--- config.mk ---
export PLATFORM = sky130hd
export DESIGN_NAME = fetch_flat
export DESIGN_NICKNAME = d
export VERILOG_FILES = /design/src/rtl/fetch_if.sv /design/src/rtl/fetch.sv /design/src/flat_wrapper.sv
export SDC_FILE = /design/constraint.sdc
export NUM_CORES = 1
export LEC_CHECK = 0
export BUFFER_PORTS_ARGS = -buffer_cell sky130_fd_sc_hd__buf_2
export CORE_UTILIZATION = 25
export CTS_CLUSTER_DIAMETER = 80
export DETAILED_ROUTE_END_ITERATION = 6
export SLEW_MARGIN = 20
export SYNTH_ARGS = -nofsm -noshare
export SYNTH_HDL_FRONTEND = slang
export SYNTH_SLANG_ARGS = --single-unit
export TNS_END_PERCENT = 5
--- constraint.sdc ---
create_clock -name clock -period 6.1 [get_ports clock]
set_input_delay 1.22 -clock clock [delete_from_list [all_inputs] [get_ports clock]]
set_output_delay 1.22 -clock clock [all_outputs]
set_load 0.01 [all_outputs]
--- src/rtl/fetch_if.sv ---
// Instruction-memory port of the fetch stage: a valid/ready request channel
// carrying a word address, and an in-order response channel with no
// backpressure. The fetch stage is the master; the memory is the slave.
interface fetch_if;
    logic        imem_req_valid;
    logic        imem_req_ready;
    logic [31:0] imem_req_addr;
    logic        imem_resp_valid;
    logic [31:0] imem_resp_data;

    modport master (
        output imem_req_valid,
        output imem_req_addr,
        input  imem_req_ready,
        input  imem_resp_valid,
        input  imem_resp_data
    );

    modport slave (
        input  imem_req_valid,
        input  imem_req_addr,
        output imem_req_ready,
        output imem_resp_valid,
        output imem_resp_data
    );
endinterface

--- src/rtl/fetch.sv ---
// Instruction fetch stage.
// Keeps the PC, issues word reads to instruction memory, buffers the in-order
// responses in a small FIFO and presents one registered instruction per cycle
// to decode. A credit check (requests in flight + buffered entries + stale
// responses still to be dropped) bounds outstanding work by FIFO_DEPTH, so
// the buffer can never overflow and responses never need backpressure.
// A redirect flushes everything; responses to requests issued before the
// redirect are counted in `discard` and dropped as they return.
module fetch #(
    parameter logic [31:0] RESET_PC   = 32'h0000_0000,
    parameter int          FIFO_DEPTH = 4,
    parameter logic [31:0] NOP_INSTR  = 32'h0000_0000
) (
    input  logic        clock,
    input  logic        reset,
    fetch_if.master     imem,
    input  logic        stall,
    input  logic        redirect_valid,
    input  logic [31:0] redirect_pc,
    output logic [31:0] instruction,
    output logic [31:0] instruction_pc,
    output logic        instruction_valid
);

    // Counters must represent 0..FIFO_DEPTH inclusive.
    localparam int CW = $clog2(FIFO_DEPTH) + 1;
    // Pointers wrap modulo FIFO_DEPTH (a power of two).
    localparam int PW = $clog2(FIFO_DEPTH);
    // The credit sum adds three counters; two spare bits keep it exact.
    localparam int SW = CW + 2;

    typedef logic [CW-1:0] cnt_t;
    typedef logic [PW-1:0] ptr_t;
    typedef logic [SW-1:0] sum_t;

    // One buffered fetch: the word and the address it came from.
    typedef struct packed {
        logic [31:0] pc;
        logic [31:0] data;
    } entry_t;

    // ------------------------------------------------------------------
    // State
    // ------------------------------------------------------------------
    logic [31:0] pc_q,          pc_d;          // next address to request
    logic [31:0] resp_pc_q,     resp_pc_d;     // address of next kept response
    cnt_t        in_flight_q,   in_flight_d;   // accepted, awaiting response
    cnt_t        discard_q,     discard_d;     // stale responses still to drop
    cnt_t        count_q,       count_d;       // FIFO occupancy
    ptr_t        wr_ptr_q,      wr_ptr_d;
    ptr_t        rd_ptr_q,      rd_ptr_d;
    logic [31:0] instr_q,       instr_d;
    logic [31:0] instr_pc_q,    instr_pc_d;
    logic        instr_valid_q, instr_valid_d;

    entry_t      fifo_mem [FIFO_DEPTH];
    entry_t      head;

    // ------------------------------------------------------------------
    // Handshake and response classification
    // ------------------------------------------------------------------
    sum_t        credit_sum;
    logic        req_valid;
    logic        req_fire;
    logic        resp_keep;
    logic        resp_drop;
    logic        push;
    logic        pop;
    logic [31:0] redirect_target;

    assign credit_sum = sum_t'(in_flight_q) + sum_t'(count_q) + sum_t'(discard_q);

    // Forced low during reset; no request goes out in a redirect cycle so
    // the first new-PC request is issued from the freshly loaded PC.
    assign req_valid  = !reset && !redirect_valid && (credit_sum < sum_t'(FIFO_DEPTH));
    assign req_fire   = req_valid && imem.imem_req_ready;

    // A response is stale while any pre-redirect requests are outstanding.
    assign resp_drop  = imem.imem_resp_valid && (discard_q != '0);
    assign resp_keep  = imem.imem_resp_valid && (discard_q == '0);

    // A redirect flushes the FIFO, so nothing is written or read that cycle.
    assign push       = resp_keep && !redirect_valid;
    assign pop        = !redirect_valid && !stall && (count_q != '0);

    assign redirect_target = redirect_pc & 32'hFFFF_FFFC;
    assign head            = fifo_mem[rd_ptr_q];

    assign imem.imem_req_valid = req_valid;
    assign imem.imem_req_addr  = pc_q;

    assign instruction       = instr_q;
    assign instruction_pc    = instr_pc_q;
    assign instruction_valid = instr_valid_q;

    // ------------------------------------------------------------------
    // Next-state logic for PC, counters, FIFO pointers and output register
    // ------------------------------------------------------------------
    always_comb begin
        // NOTE: every target gets a default before any branch; a path that
        // leaves one unassigned would infer a latch.
        pc_d          = pc_q;
        resp_pc_d     = resp_pc_q;
        in_flight_d   = in_flight_q;
        discard_d     = discard_q;
        count_d       = count_q;
        wr_ptr_d      = wr_ptr_q;
        rd_ptr_d      = rd_ptr_q;
        instr_d       = instr_q;
        instr_pc_d    = instr_pc_q;
        instr_valid_d = instr_valid_q;

        if (redirect_valid) begin
            // Redirect wins over stall: reload both PCs, flush the buffer and
            // the output register, and turn every outstanding request into a
            // response to drop. A response in this cycle settles against the
            // old discard count if one was pending, otherwise against
            // in_flight.
            pc_d          = redirect_target;
            resp_pc_d     = redirect_target;
            discard_d     = discard_q - cnt_t'(resp_drop) + in_flight_q - cnt_t'(resp_keep);
            in_flight_d   = '0;
            count_d       = '0;
            wr_ptr_d      = '0;
            rd_ptr_d      = '0;
            instr_d       = NOP_INSTR;
            instr_valid_d = 1'b0;
        end else begin
            if (req_fire) begin
                pc_d = pc_q + 32'd4;
            end

            in_flight_d = in_flight_q + cnt_t'(req_fire) - cnt_t'(resp_keep);
            discard_d   = discard_q - cnt_t'(resp_drop);

            if (push) begin
                resp_pc_d = resp_pc_q + 32'd4;
                wr_ptr_d  = wr_ptr_q + ptr_t'(1);
            end

            // Output register advances only when decode can accept; the
            // head is read from state, so a word written this cycle is not
            // visible until the next one.
            if (!stall) begin
                if (count_q != '0) begin
                    instr_d       = head.data;
                    instr_pc_d    = head.pc;
                    instr_valid_d = 1'b1;
                    rd_ptr_d      = rd_ptr_q + ptr_t'(1);
                end else begin
                    instr_d       = NOP_INSTR;
                    instr_valid_d = 1'b0;
                end
            end

            count_d = count_q + cnt_t'(push) - cnt_t'(pop);
        end
    end

    // State registers with asynchronous reset
    always_ff @(posedge clock or posedge reset) begin
        // NOTE: sequential state uses non-blocking assignments so every
        // register samples pre-edge values regardless of statement order.
        if (reset) begin
            pc_q          <= RESET_PC;
            resp_pc_q     <= RESET_PC;
            in_flight_q   <= '0;
            discard_q     <= '0;
            count_q       <= '0;
            wr_ptr_q      <= '0;
            rd_ptr_q      <= '0;
            instr_q       <= NOP_INSTR;
            instr_pc_q    <= 32'h0000_0000;
            instr_valid_q <= 1'b0;
        end else begin
            pc_q          <= pc_d;
            resp_pc_q     <= resp_pc_d;
            in_flight_q   <= in_flight_d;
            discard_q     <= discard_d;
            count_q       <= count_d;
            wr_ptr_q      <= wr_ptr_d;
            rd_ptr_q      <= rd_ptr_d;
            instr_q       <= instr_d;
            instr_pc_q    <= instr_pc_d;
            instr_valid_q <= instr_valid_d;
        end
    end

    // FIFO storage write port
    always_ff @(posedge clock) begin
        // NOTE: the storage array has no reset; count_q marks which entries
        // are live, so stale contents are never observed.
        if (push) begin
            fifo_mem[wr_ptr_q] <= '{pc: resp_pc_q, data: imem.imem_resp_data};
        end
    end

endmodule
--- src/flat_wrapper.sv ---
// flat-port wrapper written by rule: the top's interface ports become plain ports
module fetch_flat 
#(
    parameter logic [31:0] RESET_PC   = 32'h0000_0000,
    parameter int          FIFO_DEPTH = 4,
    parameter logic [31:0] NOP_INSTR  = 32'h0000_0000
)
  (clock, reset, stall, redirect_valid, redirect_pc, instruction, instruction_pc, instruction_valid, imem_imem_req_valid, imem_imem_req_addr, imem_imem_req_ready, imem_imem_resp_valid, imem_imem_resp_data);
  fetch_if imem_i ();
  input  logic clock;
  input  logic reset;
  input  logic stall;
  input  logic redirect_valid;
  input  logic [31:0] redirect_pc;
  output logic [31:0] instruction;
  output logic [31:0] instruction_pc;
  output logic instruction_valid;
  output wire logic [$bits(imem_i.imem_req_valid)-1:0] imem_imem_req_valid;
  output wire logic [$bits(imem_i.imem_req_addr)-1:0] imem_imem_req_addr;
  input wire logic [$bits(imem_i.imem_req_ready)-1:0] imem_imem_req_ready;
  input wire logic [$bits(imem_i.imem_resp_valid)-1:0] imem_imem_resp_valid;
  input wire logic [$bits(imem_i.imem_resp_data)-1:0] imem_imem_resp_data;
  assign imem_imem_req_valid = imem_i.imem_req_valid;
  assign imem_imem_req_addr = imem_i.imem_req_addr;
  assign imem_i.imem_req_ready = imem_imem_req_ready;
  assign imem_i.imem_resp_valid = imem_imem_resp_valid;
  assign imem_i.imem_resp_data = imem_imem_resp_data;
  fetch #(.RESET_PC(RESET_PC), .FIFO_DEPTH(FIFO_DEPTH), .NOP_INSTR(NOP_INSTR)) u_core (.clock(clock), .reset(reset), .imem(imem_i), .stall(stall), .redirect_valid(redirect_valid), .redirect_pc(redirect_pc), .instruction(instruction), .instruction_pc(instruction_pc), .instruction_valid(instruction_valid));
endmodule
---- Yosys cells after proc, flatten, opt, wreduce, memory -nomap -nowiden ----
Memory sizes are Yosys's and may differ from the RTL's.
Index checks and enable logic that the tools add are counted.
storage, ports and cells
  ROM bits ................................ 0
  output and inout bits ................... 98
  word-level logic and storage cells ...... 67
  bits in latches ......................... 0
  bits in writable memories ............... 256
  flip-flop bits (word level) ............. 142
  memories ................................ 1
  bits of input ports ..................... 70
memory list
  memory           words  bits a word  read ports  clocked after memory_dff  wr ports  line         source
  u_core.fifo_mem  4      64           1           0                         1         fetch.sv:56  entry_t fifo_mem [FIFO_DEPTH];
operators by class
  equal/unequal tests ..................... 1
  muxes and demuxes ....................... 20
  shifts and indexed selects .............. 0
  multipliers ............................. 0
  $add $sub $neg .......................... 13
  reductions and logical operators ........ 19
  div/mod/pow operators ................... 0
  bitwise logic cells ..................... 2
  order comparisons ....................... 1
operators with widths
  operator                                                    count
  2-to-1 mux 32 bit                                           7
  adder 32 x 3 -> 32 bit, second input constant               2
  subtractor 3 x 1 -> 3 bit                                   4
  2-to-1 mux 2 bit                                            5
  2-to-1 mux 3 bit                                            3
  logical AND 1 bit                                           8
  adder 3 x 1 -> 3 bit                                        2
  nonzero test 2 bit                                          3
  nonzero test 3 bit                                          2
  adder 5 x 3 -> 5 bit                                        1
  less-than comparator 5 x 3 -> 1 bit, second input constant  1
  2-to-1 mux 1 bit                                            5
  adder 2 x 1 -> 2 bit, second input constant                 2
  adder 3 x 3 -> 4 bit                                        1
  adder 3 bit                                                 1
  logical NOT 1 bit                                           3
  logical NOT 3 bit                                           1
  AND reduction 3 bit                                         1
  != test 2 x 1 -> 1 bit, second input constant               1
  NOT 1 bit                                                   2
  AND reduction 2 bit                                         1

---- Logic depth before layout (Yosys ltp) ----
Gate-level depths: netlist of run 1.
  depth after elaboration ................. 8
  mapped depth ............................ 15
  depth with buffers taken out ............ 14

---- Least setup slack after synthesis of run 1 ----
OpenSTA, ideal clock, no wires.
  kind .................................... input-to-reg
  start point ............................. input port redirect_valid
  end point ............................... memory u_core.fifo_mem[0][0] (netlist name) (enable)
  slack ................................... 2.323 ns
  setup time .............................. 0.427 ns
  path buffers ............................ 2
  data arrival time ....................... 3.350 ns
  data required time ...................... 5.673 ns
  cell stages on the path ................. 4
  cells stage by stage .................... clkbuf_1 -> clkinv_1 -> clkbuf_1 -> and3_1
on the way
  word-level cells in the longest chain between the ends .. 4
ends and longest elaborated chain
  what                                    line                source
  start, declared                         flat_wrapper.sv:13  input logic redirect_valid;
  logical NOT 1 bit                       fetch.sv:83         assign push = resp_keep && !redirect_valid;
  logical AND 1 bit                       fetch.sv:83
  2-to-1 mux 1 bit                        fetch.sv:193        if (push) begin
  2-to-1 mux 1 bit (implied by the code)  fetch.sv:194        fifo_mem[wr_ptr_q] <= '{pc: resp_pc_q, data: imem.imem_resp_data};
  end, declared                           fetch.sv:56
Every way passes these cells.

---- Worst setup path after layout of run 1 ----
  start point ............................. register u_core.count_q[0]
  end point ............................... output port imem_imem_req_valid
on the way
  word-level cells in the longest chain between the ends .. 4
ends and longest elaborated chain
  what                                 line                source
  start, declared                      fetch.sv:49         cnt_t count_q, count_d;
  start signal, assigned               fetch.sv:180        count_q <= count_d;
  adder 3 x 3 -> 4 bit                 fetch.sv:71         assign credit_sum = sum_t'(in_flight_q) + sum_t'(count_q) + sum_t'(discard_q);
  adder 5 x 3 -> 5 bit                 fetch.sv:71
  less-than comparator 5 x 3 -> 1 bit  fetch.sv:75         assign req_valid = !reset && !redirect_valid && (credit_sum < sum_t'(FIFO_DEPTH));
  logical AND 1 bit                    fetch.sv:75
  end, declared                        flat_wrapper.sv:18  output wire logic [$bits(imem_i.imem_req_valid)-1:0] imem_imem_req_valid;
Every way passes these cells.

==> impl_results.md, run 1 <==
- Cells after Synth: 936
- Critical-path cell list: ha_1 -> fa_1 -> xor2_1 -> ha_1 -> nor4_2 -> o2111ai_2 -> inv_2 -> buf_2
- I/O pins: 168
- MaxCap Viol Count: 0
- Vias/cell: 4.486
- Commonest non-fill, non-tap cells in the layout: edfxtp_1, buf_2, dfrtp_1
- Predominant post-synthesis flop cell: edfxtp_1
- Max_slew headroom: between 30% and 40%
- Buffers on Ports: 161
- Fill cells: 6180
- Placed cells: 1901
- Pre-Repair DR Iteration Count: 5
- VDD IR max: 179.1 uV
- Total CTS buffers: 43
- Commonest non-fill, non-tap cell in the layout: edfxtp_1
- WP data arrival: 2.97 ns
- Most used cell along the critical path: ha_1
- Routed WL: 37.23 mm
- Post-route minimum period: 4.190 ns
- Final Hold Viols: 0
- Status: completed
- Share of layout cells above drive strength 1: 31.41%
- EDFF count, synth: approximately 250
- Worst Path Max Fanout: 11
- Initial antenna violation count: 1
- WP data required: approximately 5 ns
- Die area: 0.06345 mm^2
- Htree depth: 2
- Leakage: between 0.006 and 0.007 uW
- Core footprint: 0.06171 mm^2
- Worst skew pair latency: between 0.5 and 0.6 ns
- FP Rows: between 90 and 100
- Setup Skew: 0.01877 ns
- Setup bufs post-CTS: 0
- Power per cell area: 382.7 mW/mm^2
- Slowest stage delay, CP: 0.40 ns
- Min-delay worst type: reg -> reg
- CP max-delay cell: dfrtp_1
- Clock Sink Count: 384
- Overflow after GRT: 0
- Avg Inst Size Synth: 16.68 um^2
- Ant. Diodes: 0
- Post-synthesis sequential area ratio: 69.50%
- Fin crit share: 68.69%
- DRC Markers: 0
- Worst-path clk slew: 0.06 ns
- Synthesized area: roughly 0.016 mm^2
- WL per Instance: ~19 um
- Maximum number of pins on one net before global-route repair: slightly above 70
- Post-cts hold buffer count: 0
- Final net count: about 1200
- Vias in the first global route: 9209
- Root Buffer: clkbuf_16
- Die X: 251.9 um
- Initial drt markers: 510
- Worst Setup Start Kind: register
- Worst-margin pin slew: about 0.94 ns
- Synth cell types: 60
- Starting density of the core: around a quarter
- Gr usage total: a little under an eighth
- Clock Tree Buf Depth: 3
- Max Fclk: 238.6 MHz
- Synth-to-Final Area Change: 20.42%
- Yosys warnings: 0
- Synth Register Bits: 384
- Routability cong.: 0.7899
- CP endpoint kind: output port
- Post-DP HPWL: around 23 mm
- Max-slew violation count: 0
- ANT nets after route: 0
- Cts repair resizes: 0
- First-pass GRT wire length: about 57 mm
- Async SR Flop Fraction: 35.42%
- RSZ-0062 raised after global routing: no
- Final setup fails: 0
- Detailed-route via count: 8883
- CTS tree: yes
- Critical path class: reg -> out
- Setup_tns: 0 ns
- Non-filler cells, final: slightly below 2000
- Die height: 251.9 um
-- power breakdown --
part	internal, uW	total [uW]	switching [uW]	leakage (uW)
registers	3040	3300	262	0.00393
clock network	1500	2560	1070	0.000678
logic	648	1330	680	0.00227
total	5190	7200	2010	0.00687
-- per-stage QoR --
step	util (%)	total power [uW]	hold slack, ns	worst slack [ns]	area (um^2)
final	30.47	7195	0.4738	1.910	18800
after global routing	30.47	7558	0.4958	1.738	18800
after CTS	30.43	7339	0.4741	1.884	18780
after detailed placement	28.18	4734	0.4604	2.005	17390
after global placement	28.18	4688	0.4540	1.970	17390
after floorplan	-	4198	0.4952	1.241	15620
-- worst paths after layout --
check                                    startpoint                       end  slack [ns]  depth (start not counted)
max in group asynchronous                     reset      u_core.resp_pc_q[22]        3.89                          3
max                               u_core.count_q[0]       imem_imem_req_valid        1.91                          8
min in group asynchronous                     reset         u_core.count_q[2]        0.84                          2
max reg2reg                       u_core.count_q[0]     u_core.in_flight_q[2]        1.98                         14
min                        u_core.instruction_valid  u_core.instruction_valid        0.47                          1
min reg2reg                u_core.instruction_valid  u_core.instruction_valid        0.47                          1
-- cell type report --
cell class	count	area, um^2	share of cell area [%]
Sequential cell	384	10860	57.74
Multi-Input combinational cell	471	4452	23.68
Clock buffer	54	1170	6.223
Tap cell	837	1047	5.570
Timing Repair Buffer	174	915.9	4.872
Clock inverter	24	220.2	1.171
Inverter	36	140.1	0.7454
-- registers in the layout, summed over array words and instances (netlist names), 3 cells and up --
register and flops:
u_core.fifo_mem 248, u_core.imem.imem_req_addr 30, u_core.instruction 32, u_core.resp_pc_q 30, u_core.count_q 3, u_core.in_flight_q 3, u_core.instruction_pc 30, u_core.discard_q 3
-- logic make-up after synthesis --
kind of cell             after synthesis  synth area share (%)
adder cells (fa/ha/maj)               23                 2.036
multiplexers                          97                 11.46
flip-flops                           384                 69.50
AND/OR/NAND/NOR                      188                 6.972
buffers and inverters                 84                 2.276
XOR/XNOR                              45                 2.524
other                                  1               0.02402
AO/OA/AOI/OAI                        114                 5.209
-- critical path: cells and delay by family (launching register included) --
family | cells | cell delay (ns)
compound gates | 1 | 0.29
simple gates | 1 | 0.19
xor+xnor | 1 | 0.16
flops | 1 | 0.40
buf+inv | 2 | 0.47
fa+ha+maj | 3 | 0.90
-- layer usage --
| layer | share of wire (%) | vias up | GRT usage [%] |
|---|---|---|---|
| met4 | 1.8 | 2 | 3.134 |
| met2 | 46 | 260 | 18.57 |
| met1 | 46 | 4592 | 16.32 |
| li1 | - | 3968 | - |
| met5 | 0.038 | - | 0 |
| met3 | 5.9 | 61 | 2.559 |
-- synthesized netlist by cell type (3+ instances only) --
library cell	count	area share, %
and4_1	3	0.17
nand4_2	3	0.24
mux4_2	62	8.9
a22o_1	32	1.8
nor4_1	6	0.24
dfrtp_1	136	22
inv_1	33	0.79
nand2_1	53	1.3
buf_4	5	0.24
o21ai_0	25	0.80
nor2_1	17	0.41
clkbuf_1	27	0.65
nor3_1	17	0.54
fa_1	4	0.51
o311ai_0	5	0.28
and3_1	10	0.40
o21a_1	3	0.14
ha_1	19	1.5
xor2_1	13	0.73
nand2b_1	5	0.20
edfxtp_1	248	48
a21oi_1	14	0.45
xnor2_1	32	1.8
nand4_1	19	0.76
o211ai_1	10	0.48
buf_1	4	0.096
a31oi_1	4	0.16
buf_2	10	0.32
o31a_1	4	0.22
nand3_1	22	0.71
nand4_4	3	0.41
a21boi_0	8	0.38
nor2b_1	4	0.16
mux2_2	34	2.5
or3_1	8	0.32
nor4_2	4	0.32
No activity file was read; power rests on OpenSTA's default activity.
==> inputs of run 2 (changes only) <==
- clock period: 6.1 -> 4.18 ns (I/O delays scaled with it)
==> run 2 against run 1 <==
Effect of this change:
- cell area grew 0.95%
- clock skew grew 0.0050 ns
- cell count grew 0.61%
- combinational power grew 46%
- largest power group unchanged
==> impl_results.md, run 2 (synthesized netlist as in run 1, its figures left out) <==
- Status: completed
- Final setup fails: 0
- Final Hold Viols: 0
- RSZ-0062 raised after global routing: no
- MaxCap Viol Count: 0
- Initial antenna violation count: 0
- Routed WL: 37.65 mm
- Power per cell area: 556.0 mW/mm^2
- WP data arrival: around 3 ns
- Final net count: between 1000 and 1500
- Gr usage total: 11.97%
- WL per Instance: 18.90 um
- Starting density of the core: between 20% and 30%
- Worst-path clk slew: around 0.060 ns
- Worst-margin pin slew: 0.9679 ns
- Fill cells: 6165
- Biggest register: u_core.fifo_mem
- WP data required: 3.34 ns
- Vias in the first global route: 9250
- Min-delay worst type: in -> async
- Maximum number of pins on one net before global-route repair: 64
- Buffers on Ports: 161
- Htree depth: 2
- Commonest non-fill, non-tap cell in the layout: edfxtp_1
- Initial drt markers: 505
- Setup bufs post-CTS: 0
- Synth-to-Final Area Change: 21.57%
- Post-route minimum period: 3.837 ns
- Core footprint: approximately 0.062 mm^2
- Routability cong.: 0.7995
- Max_slew headroom: about a third
- Setup Skew: 0.02377 ns
- Share of layout cells above drive strength 1: between 30% and 40%
- Critical path class: reg -> out
- Area after DPL: 0.01750 mm^2
- ANT nets after route: 0
- Setup_tns: 0 ns
- FP Rows: 91
- Total CTS buffers: 44
- Placed cells: ~1900
- Fin area: between 0.015 and 0.02 mm^2
- Leakage: 0.006959 uW
- Root Buffer: clkbuf_16
- Final Util: 30.76%
- Die X: roughly 250 um
- DRC Markers: 0
- Die area: 0.06345 mm^2
- Detailed-route via count: 8880
- Max-slew violation count: 0
- Worst Path Max Fanout: 11
- Worst skew pair latency: 0.57 ns
- Post-DP HPWL: 23.96 mm
- CTS tree: yes
- Non-filler cells, final: 1992
- Largest register FFs: 248
- Vias/cell: 4.458
- Clock Sink Count: 384
- Max Fclk: 260.6 MHz
- Die height: 251.9 um
- Final WS setup: 0.3431 ns
- Cts repair resizes: 0
- Overflow after GRT: 0
- I/O pins: 168
- Commonest non-fill, non-tap cells in the layout: edfxtp_1, buf_2, dfrtp_1
- Pre-Repair DR Iteration Count: 4
- Placement Setup Slack: 0.8112 ns
- Clock Tree Buf Depth: 3
- First-pass GRT wire length: 57.43 mm
- Post-cts hold buffer count: 0
- Fin crit share: 91.79%
- Worst Setup Start Kind: register
- Ant. Diodes: 0
- CP endpoint kind: output port
- VDD IR max: 245.9 uV
## run 2: cell types whose count changed in the layout (fill, tap and decap cells not counted), moves of 2 or more
cell | before | now
buf_4 | 12 | 16
buf_12 | 1 | 5
clkinv_4 | 3 | 1
clkbuf_16 | 45 | 47
clkbuf_1 | 8 | 15
clkinv_1 | 8 | 3
inv_8 | 2 | 0
clkbuf_8 | 1 | 3
## run 2: layout make-up
| class | count | area (um^2) | share of cell area, % |
|---|---|---|---|
| flip-flops and latches | 384 | 10860 | 57.21 |
| multi-input cells | 471 | 4452 | 23.46 |
| clock buffers | 65 | 1274 | 6.711 |
| repair buffers | 183 | 1054 | 5.551 |
| well taps | 837 | 1047 | 5.518 |
| clock inverters | 16 | 156.4 | 0.8240 |
| inverters | 36 | 138.9 | 0.7318 |
## run 2: through the flow
| stage | total power (uW) | hold WS [ns] |
|---|---|---|
| after floorplan | 6126 | 0.4952 |
| after global placement | 6863 | 0.4563 |
| after detailed placement | 6915 | 0.4838 |
| after CTS | 10760 | 0.4458 |
| after global routing | 11100 | 0.3872 |
| final | 10550 | 0.3629 |
## run 2: worst paths after layout
path / to / slack [ns] / from / cells after the start
setup / recovery: imem_imem_req_valid / 0.34 / u_core.count_q[0] / 8
hold / removal: u_core.discard_q[2] / 0.36 / reset / 2
setup reg to reg: u_core.in_flight_q[2] / 0.81 / u_core.count_q[0] / 14
hold reg to reg: u_core.instruction_valid / 0.49 / u_core.instruction_valid / 1
max in group asynchronous: u_core.instruction_pc[10] / 3.00 / reset / 4
min in group clock: u_core.fifo_mem[2][10] / 0.49 / imem_imem_resp_data[10] / 1
## run 2: critical path, cell delays in order, from the launching register on
cell	delay [ns]
dfrtp_1	0.41
ha_1	0.24
fa_1	0.39
xor2_1	0.16
ha_1	0.29
nor4_2	0.19
o2111ai_2	0.27
inv_2	0.29
buf_2	0.18
## run 2: layer usage
metal  vias to the layer above  share of wire (%)  track usage [%]
met5                         -                  0                0
met2                       254                 47            19.34
met4                         0                2.2            3.844
met3                        56                5.6            2.332
met1                      4578                 45            16.12
li1                       3992                  -                -
## run 2: where the power goes
part / total [uW] / switching [uW] / internal (uW)
combinational: 1940 / 972 / 971
sequential: 4830 / 388 / 4440
clock: 3780 / 1540 / 2250
total: 10600 / 2900 / 7660
==> inputs of run 3 (changes only) <==
- clock period: 4.18 -> 4.6 ns (I/O delays scaled with it)
==> run 3 against run 2 <==
Effect of this change:
- wire length down 1.8%
- first-iteration DRC count down 18%
- sequential share of layout area up 0.49 points
- via count down 0.18%
- combinational power down 6%
- worst hold slack better by 0.11 ns
- clock power down 15%
- register-to-register slack better by 0.25 ns
- cell count down 0.20%
- critical path depth unchanged
- setup slack better by 0.36 ns
- critical path type unchanged
- largest power group unchanged
==> impl_results.md, run 3 (synthesized netlist as in run 1, its figures left out) <==
- Max Fclk: between 200 and 300 MHz
- CP endpoint kind: output port
- Final net count: 1210
- Buffers on Ports: 161
- Routed WL: ~37 mm
- Die area: ~0.063 mm^2
- Vias/cell: 4.459
- Setup Skew: 0.01816 ns
- Largest register FFs: 248
- WP data required: 3.68 ns
- Worst Path Max Fanout: 11
- Placement Setup Slack: 1.074 ns
- Root Buffer: clkbuf_16
- Power per cell area: approximately 500 mW/mm^2
- Biggest register: u_core.fifo_mem
- Core footprint: 0.06171 mm^2
- Total CTS buffers: 42
- Maximum number of pins on one net before global-route repair: between 80 and 90
- Worst-margin pin slew: 1.084 ns
- Worst Setup Start Kind: register
- Status: completed
- Post-route minimum period: 3.898 ns
- CTS tree: yes
- Die X: approximately 250 um
- Final WS setup: roughly 0.70 ns
- VDD IR max: 233.5 uV
- Clock Tree Buf Depth: 3
- Detailed-route via count: 8864
- Final Util: between 30 and 40%
- Htree depth: 2
- Initial drt markers: 412
- Post-DP HPWL: 23.45 mm
- Placed cells: 1909
- Pre-Repair DR Iteration Count: 5
- Commonest non-fill, non-tap cell in the layout: edfxtp_1
- DRC Markers: 0
- Commonest non-fill, non-tap cells in the layout: edfxtp_1, buf_2, dfrtp_1
- Setup_tns: 0 ns
- Top Metal Used: met4
- Final setup fails: 0
- Clock Sink Count: 384
- Synth-to-Final Area Change: 20.52%
- MaxCap Viol Count: 0
- Min-delay worst type: reg -> reg
- Worst-path clk slew: 0.06 ns
- WP data arrival: 2.98 ns
- Initial antenna violation count: 1
- Max_slew headroom: around 28%
- Share of layout cells above drive strength 1: about a third
- Overflow after GRT: 0
- Worst skew pair latency: 0.56 ns
- Gr usage total: 11.74%
- First-pass GRT wire length: 56.30 mm
- Starting density of the core: 25.30%
- FP Rows: 91
- Cts repair resizes: 0
- Post-cts hold buffer count: 0
- RSZ-0062 raised after global routing: no
- Worst hold margin: 0.4709 ns
- Setup bufs post-CTS: 0
- WL per Instance: 18.60 um
- Final Hold Viols: 0
- Non-filler cells, final: 1988
- Routability cong.: 0.8015
- Fin crit share: 84.73%
- ANT nets after route: 0
- Leakage: 0.006889 uW
- Die height: about 250 um
- Routed wl met3: between 1.5 and 2 mm
- Critical path class: reg -> out
- Max-slew violation count: 0
- Vias in the first global route: 9122
- Metal1 wirelength: about 17 mm
- I/O pins: around 170
- Flop2flop setup slack: 1.06 ns
- DR WL met2: around 17 mm
[run 3: changes by cell type in the layout (fill, tap and decap cells not counted), sizes merged]
cell	before	now
clkbuf	65	58
clkinv	11	16
buf	183	182
bufinv	2	1
clkinvlp	2	1
diode	0	1
[run 3: cell type report]
| type | count | area, um^2 |
|---|---|---|
| Clock buffer | 58 | 1172 |
| Multi-Input combinational cell | 471 | 4452 |
| Inverter | 36 | 140.1 |
| Timing Repair Buffer | 182 | 988.4 |
| Clock inverter | 19 | 157.7 |
| Tap cell | 837 | 1047 |
| Fill cell | 6196 | 42900 |
| Sequential cell | 384 | 10860 |
| Antenna cell | 1 | 2.502 |
[run 3: worst max-delay path, stage by stage (launching register included)]
cell	delay, ns
dfrtp_1	0.41
ha_1	0.24
fa_1	0.39
xor2_1	0.16
ha_1	0.29
nor4_2	0.18
o2111ai_2	0.28
inv_2	0.28
buf_2	0.18
[run 3: metrics by stage]
stage / instance area (um^2) / power, uW
after floorplan: 15620 / 5566
after global placement: 17460 / 6237
after detailed placement: 17460 / 6291
after CTS: 18790 / 9552
after global routing: 18820 / 9898
final: 18820 / 9416
[run 3: layer usage]
| layer | GRT usage, % | vias to the layer above |
|---|---|---|
| met5 | 0 | - |
| met3 | 2.115 | 48 |
| met4 | 3.411 | 0 |
| li1 | - | 3986 |
| met1 | 16.25 | 4572 |
| met2 | 18.77 | 258 |
[run 3: final timing paths]
check | start | end | cells after the start
worst max register to register | u_core.count_q[0] | u_core.in_flight_q[2] | 15
worst min-delay path | u_core.instruction_valid | u_core.instruction_valid | 1
worst min register to register | u_core.instruction_valid | u_core.instruction_valid | 1
worst max-delay path | u_core.count_q[0] | imem_imem_req_valid | 8
min in group asynchronous | reset | u_core.rd_ptr_q[0] | 2
max in group asynchronous | reset | u_core.resp_pc_q[27] | 3
[run 3: power breakdown]
part           leakage [uW]  total, uW  switching, uW  internal [uW]
clock network      0.000649       3230           1380           1860
logic               0.00231       1820            936            885
registers           0.00393       4360            327           4040
total               0.00689       9420           2640           6780
